File: config.mk
export PLATFORM = sky130hd
export DESIGN_NAME = if_fetch_stage
export DESIGN_NICKNAME = d
export VERILOG_FILES = /design/src/rtl/if_fetch_stage_pkg.sv /design/src/rtl/if_id_reg.sv /design/src/rtl/if_fetch_stage.sv
export SDC_FILE = /design/constraint.sdc
export NUM_CORES = 1
export LEC_CHECK = 0
export CAP_MARGIN = 20
export CORE_MARGIN = 8
export CORE_UTILIZATION = 55
export CTS_BUF_LIST = sky130_fd_sc_hd__clkbuf_16
export DETAILED_ROUTE_END_ITERATION = 7
export PLACE_DENSITY = 0.87
export SLEW_MARGIN = 20
export SYNTH_ARGS = -nofsm -noshare
export SYNTH_HDL_FRONTEND = slang
export SYNTH_SLANG_ARGS = --single-unit
File: constraint.sdc
create_clock -name clk -period 3.4 [get_ports clk]
set_input_delay 1.02 -clock clk [delete_from_list [all_inputs] [get_ports clk]]
set_output_delay 1.02 -clock clk [all_outputs]
set_load 0.01 [all_outputs]
File: src/rtl/if_fetch_stage_pkg.sv
// Shared definitions for the instruction-fetch stage: defaults, FSM states and
// redirect-priority selection.
package if_fetch_stage_pkg;

  localparam logic [31:0] NopInstr = 32'h0000_0000;  // sll $0,$0,0
  localparam logic [31:0] ResetPc  = 32'h0000_0000;

  typedef enum logic [1:0] {
    StReq  = 2'd0,
    StHold = 2'd1,
    StDrop = 2'd2
  } fetch_state_e;

  typedef enum logic [1:0] {
    SelSeq    = 2'd0,
    SelStall  = 2'd1,
    SelBranch = 2'd2,
    SelExcept = 2'd3
  } redir_sel_e;

  // A branch resolved under stall has non-final operands, so stall masks it.
  function automatic redir_sel_e redir_sel(input logic except_redirect,
                                           input logic branch_taken,
                                           input logic stall);
    if (except_redirect)           return SelExcept;
    if (branch_taken && !stall)    return SelBranch;
    if (stall)                     return SelStall;
    return SelSeq;
  endfunction

endpackage

File: src/rtl/if_id_reg.sv
// IF/ID pipeline register: flush (NOP, invalid) beats load, which beats hold.
module if_id_reg #(
  parameter logic [31:0] NOP_INSTR = 32'h0000_0000
) (
  input  logic        clk_i,
  input  logic        rst_ni,
  input  logic        en_i,
  input  logic        flush_i,
  input  logic        load_i,
  input  logic [31:0] pc4_i,
  input  logic [31:0] instr_i,
  output logic [31:0] pc4_o,
  output logic [31:0] instr_o,
  output logic        valid_o
);

  always_ff @(posedge clk_i) begin
    if (!rst_ni) begin
      pc4_o   <= 32'h0;
      instr_o <= NOP_INSTR;
      valid_o <= 1'b0;
    end else if (en_i) begin
      if (flush_i) begin
        instr_o <= NOP_INSTR;
        valid_o <= 1'b0;
      end else if (load_i) begin
        pc4_o   <= pc4_i;
        instr_o <= instr_i;
        valid_o <= 1'b1;
      end
    end
  end

endmodule

File: src/rtl/if_fetch_stage.sv
// Instruction-fetch stage: PC, imem req/ready handshake, redirects and IF/ID drive.
// Optional IF_MISALIGN_CHECK_EN adds the sticky if_misaligned output.
module if_fetch_stage
  import if_fetch_stage_pkg::*;
#(
  parameter logic [31:0] RESET_PC  = ResetPc,
  parameter logic [31:0] NOP_INSTR = NopInstr
) (
  input  logic        clk,
  input  logic        rst,
  input  logic        cpu_en,
  input  logic        stall,
  input  logic        branch_taken,
  input  logic [31:0] branch_target,
  input  logic        except_redirect,
  input  logic [31:0] except_target,
  input  logic        except_clear,
  output logic        imem_req,
  output logic [31:0] imem_addr,
  input  logic        imem_ready,
  input  logic [31:0] imem_rdata,
  output logic [31:0] id_pc_4,
  output logic [31:0] id_instruction,
  output logic        id_valid,
`ifdef IF_MISALIGN_CHECK_EN
  output logic        if_misaligned,
`endif
  output logic [31:0] if_pc
);

  fetch_state_e state_q, state_d;
  redir_sel_e   sel;
  logic [31:0]  pc_q, pc_d, redir_pc_q, redir_pc_d;
  logic [31:0]  buf_pc4_q, buf_pc4_d, buf_instr_q, buf_instr_d;
  logic         req_q, req_d;
  logic         redirect, fire, pc_load_tgt;
  logic [31:0]  target, pc_seq;
  logic         id_flush, id_load;
  logic [31:0]  id_load_pc4, id_load_instr;
`ifdef IF_MISALIGN_CHECK_EN
  logic         mis_q, mis_d;
`endif

  assign sel      = redir_sel(except_redirect, branch_taken, stall);
  assign redirect = (sel == SelExcept) || (sel == SelBranch);
  assign target   = (sel == SelExcept) ? except_target : branch_target;
  assign pc_seq   = pc_q + 32'd4;
  assign fire     = req_q && imem_ready;

  always_comb begin
    state_d       = state_q;
    pc_d          = pc_q;
    redir_pc_d    = redir_pc_q;
    buf_pc4_d     = buf_pc4_q;
    buf_instr_d   = buf_instr_q;
    pc_load_tgt   = 1'b0;
    id_flush      = 1'b0;
    id_load       = 1'b0;
    id_load_pc4   = pc_seq;
    id_load_instr = imem_rdata;
`ifdef IF_MISALIGN_CHECK_EN
    mis_d         = mis_q && !except_redirect;
`endif
    case (state_q)
      StReq: begin
        if (redirect) begin
          id_flush = 1'b1;
          // An accepted-but-unanswered request must complete before the PC moves.
          if (req_q && !imem_ready) begin
            redir_pc_d = target;
            state_d    = StDrop;
          end else begin
            pc_d        = target;
            pc_load_tgt = 1'b1;
          end
        end else if (fire) begin
          pc_d = pc_seq;
          if (stall) begin
            buf_pc4_d   = pc_seq;
            buf_instr_d = imem_rdata;
            state_d     = StHold;
          end else begin
            id_load = 1'b1;
          end
        end else if (!stall) begin
          id_flush = 1'b1;
        end
      end
      StHold: begin
        if (redirect) begin
          pc_d        = target;
          pc_load_tgt = 1'b1;
          id_flush    = 1'b1;
          state_d     = StReq;
        end else if (!stall) begin
          id_load       = 1'b1;
          id_load_pc4   = buf_pc4_q;
          id_load_instr = buf_instr_q;
          state_d       = StReq;
        end
      end
      StDrop: begin
        id_flush = 1'b1;
        if (except_redirect) redir_pc_d = target;
        if (imem_ready) begin
          pc_d        = except_redirect ? target : redir_pc_q;
          pc_load_tgt = 1'b1;
          state_d     = StReq;
        end
      end
      default: state_d = StReq;
    endcase

    if (pc_load_tgt) begin
`ifdef IF_MISALIGN_CHECK_EN
      if (|pc_d[1:0]) mis_d = 1'b1;
`else
      pc_d[1:0] = 2'b00;
`endif
    end

    if (except_clear) id_flush = 1'b1;

`ifdef IF_MISALIGN_CHECK_EN
    req_d = (state_d != StHold) && !mis_d;
`else
    req_d = (state_d != StHold);
`endif
  end

  always_ff @(posedge clk) begin
    if (!rst) begin
      state_q     <= StReq;
      pc_q        <= RESET_PC;
      redir_pc_q  <= RESET_PC;
      buf_pc4_q   <= 32'h0;
      buf_instr_q <= NOP_INSTR;
      req_q       <= 1'b0;
    end else if (cpu_en) begin
      state_q     <= state_d;
      pc_q        <= pc_d;
      redir_pc_q  <= redir_pc_d;
      buf_pc4_q   <= buf_pc4_d;
      buf_instr_q <= buf_instr_d;
      req_q       <= req_d;
    end
  end

`ifdef IF_MISALIGN_CHECK_EN
  always_ff @(posedge clk) begin
    if (!rst)        mis_q <= 1'b0;
    else if (cpu_en) mis_q <= mis_d;
  end
  assign if_misaligned = mis_q;
`endif

  assign imem_req  = req_q;
  assign imem_addr = pc_q;
  assign if_pc     = pc_q;

  if_id_reg #(
    .NOP_INSTR(NOP_INSTR)
  ) u_if_id_reg (
    .clk_i   (clk),
    .rst_ni  (rst),
    .en_i    (cpu_en),
    .flush_i (id_flush),
    .load_i  (id_load),
    .pc4_i   (id_load_pc4),
    .instr_i (id_load_instr),
    .pc4_o   (id_pc_4),
    .instr_o (id_instruction),
    .valid_o (id_valid)
  );

endmodule
After elaboration in Yosys (flattened, before gate mapping)
Cells that the tools add are included.
{"block": "totals", "ff_bits": 196, "out_inout_bits": 130}
{"block": "op_classes", "eq_ne": 15, "reduce_logical": 17, "muxes": 56, "n_addsub": 1, "bitwise_logic": 2}
{"op": "two-way mux 32 bit", "n": 17}
{"op": "case mux 32 bit (3 select lines)", "n": 1}
{"op": "case mux 32 bit (2 select lines)", "n": 1}
{"op": "adder 32 x 3 -> 32 bit, second input constant", "n": 1}
{"op": "two-way mux 2 bit", "n": 14}
{"op": "two-way mux 1 bit", "n": 19}
{"op": "!= test 3 bit, second input constant", "n": 4}
{"op": "AND reduction 6 bit", "n": 2}
{"op": "!= test 2 bit, second input constant", "n": 4}
{"op": "!= test 4 bit, second input constant", "n": 2}
{"op": "AND reduction 4 bit", "n": 2}
{"op": "== test 2 bit, second input constant", "n": 3}
{"op": "case mux 1 bit (3 select lines)", "n": 2}
{"op": "case mux 2 bit (3 select lines)", "n": 1}
{"op": "nonzero test 2 bit", "n": 2}
{"op": "nonzero test 4 bit", "n": 1}
{"op": "logical AND 1 bit", "n": 3}
{"op": "AND reduction 3 bit", "n": 1}
{"op": "nonzero test 3 bit", "n": 1}
{"op": "== test 2 x 1 -> 1 bit, second input constant", "n": 1}
{"op": "logical NOT 1 bit", "n": 2}
{"op": "logical NOT 2 bit", "n": 1}
{"op": "!= test 2 x 1 -> 1 bit, second input constant", "n": 1}
{"op": "NOT 1 bit", "n": 2}
{"op": "3 further kinds", "n": 3}

Logic depth before layout (Yosys ltp)
Gate-level depths: netlist of the first run.
{"block": "depth", "word_depth": 16, "ltp_mapped": 10}

Cells and area by module
From an unflattened synthesis of the first run, not the netlist that was laid out.
{"block": "unflattened", "cells_unflattened": 1328, "hier_area_um2": 10645.2}
{"module": "if_fetch_stage", "n_inst": 1, "cells_each": 1042, "area_per_inst_um2": 8130.3}
{"module": "if_id_reg", "n_inst": 1, "cells_each": 286, "area_per_inst_um2": 2514.9}

Worst setup path after synthesis of the first run
OpenSTA, ideal clock, no wires.
{"block": "synth_timing", "kind": "in2reg", "from": "in branch_taken", "to": "reg pc_q[6], in the netlist if_pc[6]", "path_stages": 6, "arrival_ns": 2.468, "required_time_ns": 3.281, "slack_ns": 0.813, "path_cell_list": "nor2b_1 -> nor2_1 -> a211oi_1 -> buf_2 -> o221ai_1 -> o221a_2"}
{"block": "synth_via", "elab_chain_len": 11, "word_cells_on_any_way": 22}
{"item": "start: declaration", "line_no": "if_fetch_stage.sv:13", "text": "input logic branch_taken,"}
{"item": "logical AND 1 bit (*)", "line_no": "if_fetch_stage_pkg.sv:26", "text": "if (branch_taken && !stall) return SelBranch;"}
{"item": "two-way mux 2 bit", "line_no": "if_fetch_stage_pkg.sv:26"}
{"item": "two-way mux 2 bit", "line_no": "if_fetch_stage_pkg.sv:27", "text": "if (stall) return SelStall;"}
{"item": "two-way mux 2 bit", "line_no": "if_fetch_stage_pkg.sv:28", "text": "return SelSeq;"}
{"item": "two-way mux 2 bit (*)", "line_no": "if_fetch_stage_pkg.sv:27"}
{"item": "two-way mux 2 bit (*)", "line_no": "if_fetch_stage_pkg.sv:26"}
{"item": "== test 2 bit", "line_no": "if_fetch_stage.sv:45, if_fetch_stage.sv:46"}
{"item": "two-way mux 32 bit", "line_no": "if_fetch_stage.sv:46", "text": "assign target = (sel == SelExcept) ? except_target : branch_target;"}
{"item": "two-way mux 32 bit, on equally long branches"}
{"item": "two-way mux 32 bit, on equally long branches", "line_no": "if_fetch_stage.sv:105, if_fetch_stage.sv:66"}
{"item": "case mux 32 bit (3 select lines)", "line_no": "if_fetch_stage.sv:64", "text": "case (state_q)"}
{"item": "end signal: assignment", "line_no": "if_fetch_stage.sv:141", "text": "pc_q <= pc_d;"}
{"item": "end: declaration", "line_no": "if_fetch_stage.sv:33", "text": "logic [31:0] pc_q, pc_d, redir_pc_q, redir_pc_d;"}
Every way passes the cells marked *; elsewhere a longest branch is shown, timed or not. The select of a mux whose other input is x is not followed.
A chain may end at the register's enable or synchronous reset.

Final worst setup path of the first run
{"block": "layout_timing", "from": "in branch_taken", "to": "reg pc_q[18], in the netlist if_pc[18]"}
The elaborated chain is that of the path after synthesis.

==> results of run 1 <==
-- worst max-delay path, cell delays in order --
cell	delay [ns]
clkdlybuf4s50_1	0.58
nor2b_1	0.34
nor2_1	0.16
a211oi_2	0.28
buf_12	0.20
nand2_1	0.35
o22ai_1	0.30
-- power by group through the flow --
stage | clock [W] | sequential (W) | combinational, W
4_1_cts | 0.00204 | 0.00245 | 0.000827
5_1_grt | 0.00214 | 0.00246 | 0.000894
2_1_floorplan | 0 | 0.00248 | 0.000465
6_report | 0.00202 | 0.00245 | 0.000836
3_3_place_gp | 0 | 0.00250 | 0.000804
3_5_place_dp | 0 | 0.00250 | 0.000820
-- sequential cells by signal, summed over array words and instances, names as in the netlist --
register and count:
redir_pc_q 32, buf_instr_q 32, buf_pc4_q 32, u_if_id_reg.valid_o 1, imem_req 1, u_if_id_reg.instr_o 32, u_if_id_reg.pc4_o 32, if_pc 32
state_q 2
-- metal layers --
layer,GRT usage,share of wire,up-vias
met4,0.164,0.058,0
met1,0.324,0.38,4874
li1,-,-,4735
met3,0.0541,0.082,119
met5,0,0,-
met2,0.468,0.48,563
-- metrics by stage --
step / hold slack (ns) / cell area (µm²)
floorplan: 0.436 / 10100
global placement: 0.441 / 12400
detailed placement: 0.445 / 12400
CTS: 0.457 / 13000
global route: 0.469 / 13000
finish: 0.455 / 13000
-- logic make-up after synthesis --
logic type / count (synthesis) / synth area share
compound gates: 391 / 0.284
fa+ha+maj: 6 / 0.00743
buf+inv: 172 / 0.0803
simple gates: 388 / 0.180
mux: 36 / 0.0357
xor+xnor: 27 / 0.0234
flops: 196 / 0.388
-- path summary, 6_finish.rpt --
kind | from | depth (start not counted) | slack, ns | endpoint
worst min register to register | buf_instr_q[10] | 2 | 0.46 | buf_instr_q[10]
worst max-delay path | branch_taken | 7 | 0.51 | if_pc[18]
worst min-delay path | buf_instr_q[10] | 2 | 0.46 | buf_instr_q[10]
worst max register to register | if_pc[2] | 6 | 0.64 | if_pc[20]
-- layout by cell type, fill, tap and decap left out, types with 16 or more instances in the layout --
master and instances:
a211oi_1 24, a21oi_1 94, buf_4 30, clkbuf_16 17, clkdlybuf4s50_1 231, dfxtp_1 196
inv_1 26, mux2i_1 36, nand2_1 163, nand4_1 16, nor2_1 98, nor3_1 30
o21ai_0 44, o221a_2 35, o22ai_1 28, o2bb2ai_1 34, xnor2_1 17
-- final cells by class --
cell class                      count  area, µm²  share of cell area
Clock buffer                       17        425              0.0327
Clock inverter                     15        176              0.0136
Inverter                           28        105             0.00808
Multi-Input combinational cell    848       5410               0.416
Sequential cell                   196       3920               0.302
Tap cell                          229        287              0.0220
Timing Repair Buffer              269       2680               0.206
==> impl_metrics.py, run 1 <==
metrics = {
    "status": {
        "outcome": "completed",
    },
    "logic_synthesis": {
        "async_reset_ff_frac": 0,
        "yosys_warnings": 0,
        "yosys.area.top_type": "dfxtp_1",
        "synth.cells.most_frequent": "dfxtp_1, nand2_1, nor2_1",
        "synth_cell_types": 79,
        "syn_nets": 1326,
        "synth-edff-count": 0,
        "synthFlopType": "dfxtp_1",
        "synthTopCellsByArea": "dfxtp_1, nand2_1, a21oi_1",
        "synth_seq_area_share": 0.388,
        "syn_avg_cell_area_um2": 8.31,
        "ys_ff_latch": 196,
        "netlist_area_um2": 10100,
        "synthCells": 1216,
        "yosysMostFrequentCell": "dfxtp_1",
        "synthDominantCellAreaShare": 0.388,
    },
    "clocking": {
        "clk_latency_ns": 0.44,
        "clk_pin_slew_ns": 0.08,
        "clockBufferDepth": 2,
        "ctsResizeCount": 0,
        "postCtsHoldBufs": 0,
        "cts_tree": "yes",
        "cts_setup_buffers": 0,
        "clock-sinks": 196,
        "htreeDepth": 4,
        "numCtsBuffers": 17,
        "clockRootBuffer": "clkbuf_16",
    },
    "power_and_ir_drop": {
        "p_clk_frac": 0.381,
        "report.power.total_w": 0.00531,
        "power_frac_seq": 0.462,
        "cellLeakagePower_nw": 4.80,
        "power_density_nw_per_um2": 408,
        "internal-power_w": 0.00376,
        "power_frac_comb": 0.157,
        "p_sw_w": 0.00155,
        "swShare": 0.292,
        "irDropWorstVdd_v": 0.000511,
    },
    "floorplanning": {
        "die_x_um": 152,
        "dieArea_um2": 23000,
        "core-area_um2": 18000,
        "ioPinCount": 234,
        "initial_core_util": 0.561,
        "num_rows": 49,
        "die-height_um": 152,
    },
    "min_path": {
        "hold_path_class": "reg2reg",
    },
    "sta": {
        "rsz0062_at_grt": "false",
        "setup_viol": 0,
        "tightest_slew_ns": 0.699,
        "hold_viol": 0,
        "max_freq_mhz": 345,
        "finalCritPeriodShare": 0.851,
        "drv_slew": 0,
        "relSlewSlack": 0.534,
        "worst_slack_ns": 0.505,
        "fin_crit_ns": 2.89,
        "clock-skew-final_ns": 0.0141,
        "timing.setup.tns_ns": 0,
    },
    "drt": {
        "first_iter_violations": 1067,
        "num_vias": 10291,
        "via_per_inst": 6.42,
        "drt_wl_total_um": 32700,
        "ant_nets": 0,
        "wire_per_inst_um": 20.4,
        "drtPass1Iterations": 6,
        "drc_errors": 0,
    },
    "placement": {
        "io_buffer_count": 233,
        "dp_slack_ns": 0.0931,
        "gp_congestion": 0.918,
        "dp.cells": 1570,
        "dp_hpwl_um": 23100,
    },
    "global_routing": {
        "grt_pass1_wl_um": 51400,
        "grt-ovfl-total": 0,
        "grt_pass1_vias": 9948,
        "grt_max_degree": 85,
        "grt.total_usage": 0.278,
        "antenna_found_initial": 0,
    },
    "cells_and_area": {
        "drive_gt1_frac": 0.0969,
        "fin_util": 0.722,
        "fin_nets": 1470,
        "fillCellCount": 1365,
        "antennaDiodeCount": 0,
        "finalNonFillerCells": 1602,
        "area_delta_synth_final_pct": 28.7,
    },
    "flow_run": {
        "drv_cap": 0,
    },
    "critical_path": {
        "arrival_ns": 3.25,
        "worstSetupPathType": "in2reg",
        "worst-endpoint-required_ns": 3.76,
        "path_max_fanout": 26,
        "cp-end-kind": "register",
        "start_kind": "input port",
    },
}
Power figures use the tool's default switching activity.
==> run 2, diff against run 1 <==
CELL_PAD_IN_SITES_DETAIL_PLACEMENT = 0   (was default)
CELL_PAD_IN_SITES_GLOBAL_PLACEMENT = 1   (was default)
CORE_UTILIZATION = 40   (was 55)
PLACE_DENSITY = default   (was 0.87)
PLACE_DENSITY_LB_ADDON = 0.1   (was default)
==> run 2 against run 1 <==
- worst hold slack better by 0.00059 ns
- routed wire length up 4.5%
- clock skew up 0.0022 ns
- clock power about the same
- cell area up 2.0%
- combinational power up 3.8%
- via count down 5.1%
- sequential power about the same
- non-clock buffer count up 18
- largest cell class unchanged
==> impl_metrics.py, run 2 (synthesized netlist as in run 1, its figures left out) <==
metrics = {
    "critical_path": {
        "start_kind": "register",
        "slowest_delay_ns": 0.66,
        "r2r-end": "u_if_id_reg.pc4_o[24]",
        "arrival_ns": 1.74,
        "worstSetupPathType": "reg2out",
        "crit_family": "flip-flops",
        "cp_num_buf_inv": 1,
        "cp-end-kind": "output pin",
        "reg2regPathDepth": 6,
        "worst-endpoint-required_ns": 2.38,
        "crit_chain": "clkdlybuf4s50_1",
        "cpMaxStageDelayCell": "dfxtp_1",
        "path_max_fanout": 9,
        "reg2reg_slack_ns": 0.70,
        "reg2reg_from": "if_pc[2]",
    },
    "power_and_ir_drop": {
        "cellLeakagePower_nw": 4.88,
        "power_density_nw_per_um2": 404,
        "irDropWorstVdd_v": 0.000285,
        "power_frac_comb": 0.162,
        "swShare": 0.296,
        "internal-power_w": 0.00378,
        "p_sw_w": 0.00159,
        "power_frac_seq": 0.457,
        "p_clk_frac": 0.381,
    },
    "placement": {
        "io_buffer_count": 233,
        "dp_slack_ns": 0.235,
        "gp_congestion": 0.846,
        "dp_hpwl_um": 24500,
    },
    "global_routing": {
        "antenna_found_initial": 0,
        "met3_usage": 0.0477,
        "use_met2": 0.358,
        "grt-ovfl-total": 0,
        "top_usage_layer": "met2",
        "grt.total_usage": 0.217,
        "grt_pass1_vias": 9470,
        "grt_pass1_wl_um": 53800,
        "grtUsageMet1": 0.285,
        "grt_max_degree": 77,
    },
    "floorplanning": {
        "ioPinCount": 234,
        "initial_core_util": 0.405,
        "dieArea_um2": 30600,
        "core-area_um2": 25000,
        "die-height_um": 175,
        "die_x_um": 175,
        "num_rows": 58,
    },
    "sta": {
        "hold_viol": 0,
        "worst_slack_ns": 0.643,
        "fin_crit_ns": 2.76,
        "whs_ns": 0.456,
        "finalCritPeriodShare": 0.811,
        "drv_slew": 0,
        "rsz0062_at_grt": "false",
        "max_freq_mhz": 363,
        "clock-skew-final_ns": 0.0163,
        "setup_viol": 0,
        "relSlewSlack": 0.454,
        "timing.setup.tns_ns": 0,
        "tightest_slew_ns": 0.811,
    },
    "cells_and_area": {
        "layout_commonest_cell": "clkdlybuf4s50_1",
        "fillCellCount": 2469,
        "fin_nets": 1488,
        "antennaDiodeCount": 0,
        "area_delta_synth_final_pct": 31.3,
        "fin_util": 0.532,
        "seqCellArea_um2": 3920,
        "multiInputGateArea_um2": 5410,
        "mostFrequentLayoutCells": "clkdlybuf4s50_1, dfxtp_1, nand2_1",
        "drive_gt1_frac": 0.109,
    },
    "drt": {
        "num_vias": 9763,
        "wire_per_inst_um": 19.9,
        "drtPass1Iterations": 6,
        "drc_errors": 0,
        "ant_nets": 0,
        "first_iter_violations": 847,
        "via_per_inst": 5.67,
        "drt_wl_total_um": 34200,
    },
    "clocking": {
        "clockBufferDepth": 2,
        "cts_setup_buffers": 0,
        "ctsResizeCount": 0,
        "numCtsBuffers": 17,
        "clk_latency_ns": 0.44,
        "clk_pin_slew_ns": 0.08,
        "htreeDepth": 4,
        "postCtsHoldBufs": 0,
        "cts_tree": "yes",
        "clockRootBuffer": "clkbuf_16",
        "clock-sinks": 196,
    },
    "min_path": {
        "hold_path_class": "reg2reg",
        "worstHoldStart": "buf_instr_q[13]",
        "worstHoldEndpoint": "buf_instr_q[13]",
        "hold_depth": 2,
    },
    "status": {
        "outcome": "completed",
    },
    "flow_run": {
        "drv_cap": 0,
    },
}
run 2: how the worst max path moves through the flow:
stage / from / end / slack (ns) / cells after the start
2_1_floorplan: branch_taken / if_pc[6] / 0.81 / 6
3_3_place_gp: stall / u_if_id_reg.instr_o[15] / 0.27 / 5
3_5_place_dp: stall / u_if_id_reg.pc4_o[9] / 0.23 / 8
4_1_cts: if_pc[20] / if_pc[20] / 0.64 / 1
5_1_grt: stall / u_if_id_reg.pc4_o[9] / 0.53 / 8
6_report: if_pc[20] / if_pc[20] / 0.64 / 1
run 2: cell type report:
class	instances	share of cell area
Clock buffer	17	0.0320
Sequential cell	196	0.296
Timing Repair Buffer	287	0.212
Multi-Input combinational cell	848	0.407
Clock inverter	15	0.0137
Inverter	28	0.00792
Tap cell	330	0.0311
run 2: power by group through the flow:
| stage | Clock [W] | Sequential, W | Combinational [W] |
|---|---|---|---|
| floorplan | 0 | 0.00248 | 0.000465 |
| global placement | 0 | 0.00250 | 0.000863 |
| detailed placement | 0 | 0.00251 | 0.000866 |
| CTS | 0.00209 | 0.00245 | 0.000870 |
| global route | 0.00218 | 0.00246 | 0.000937 |
| finish | 0.00205 | 0.00245 | 0.000868 |
run 2: layer usage:
layer / part of all wire / vias to the layer above
met4: 0.013 / 0
met3: 0.057 / 28
li1: - / 4769
met1: 0.44 / 4654
met5: 0 / -
met2: 0.49 / 312
run 2: tightest hold or removal path: cells and delay by family, from the launching register on:
kind               cells  cell delay (ns)
and+or+nand+nor        1             0.05
DFF                    1             0.31
AOI/OAI and AO/OA      1             0.05
run 2: metrics by stage:
step                cells  cell area [µm²]  power [W]
floorplan            1216            10100    0.00294
global placement     1689            12700    0.00337
detailed placement   1689            12700    0.00337
CTS                  1721            13300    0.00541
global route         1721            13300    0.00558
finish               1721            13300    0.00537
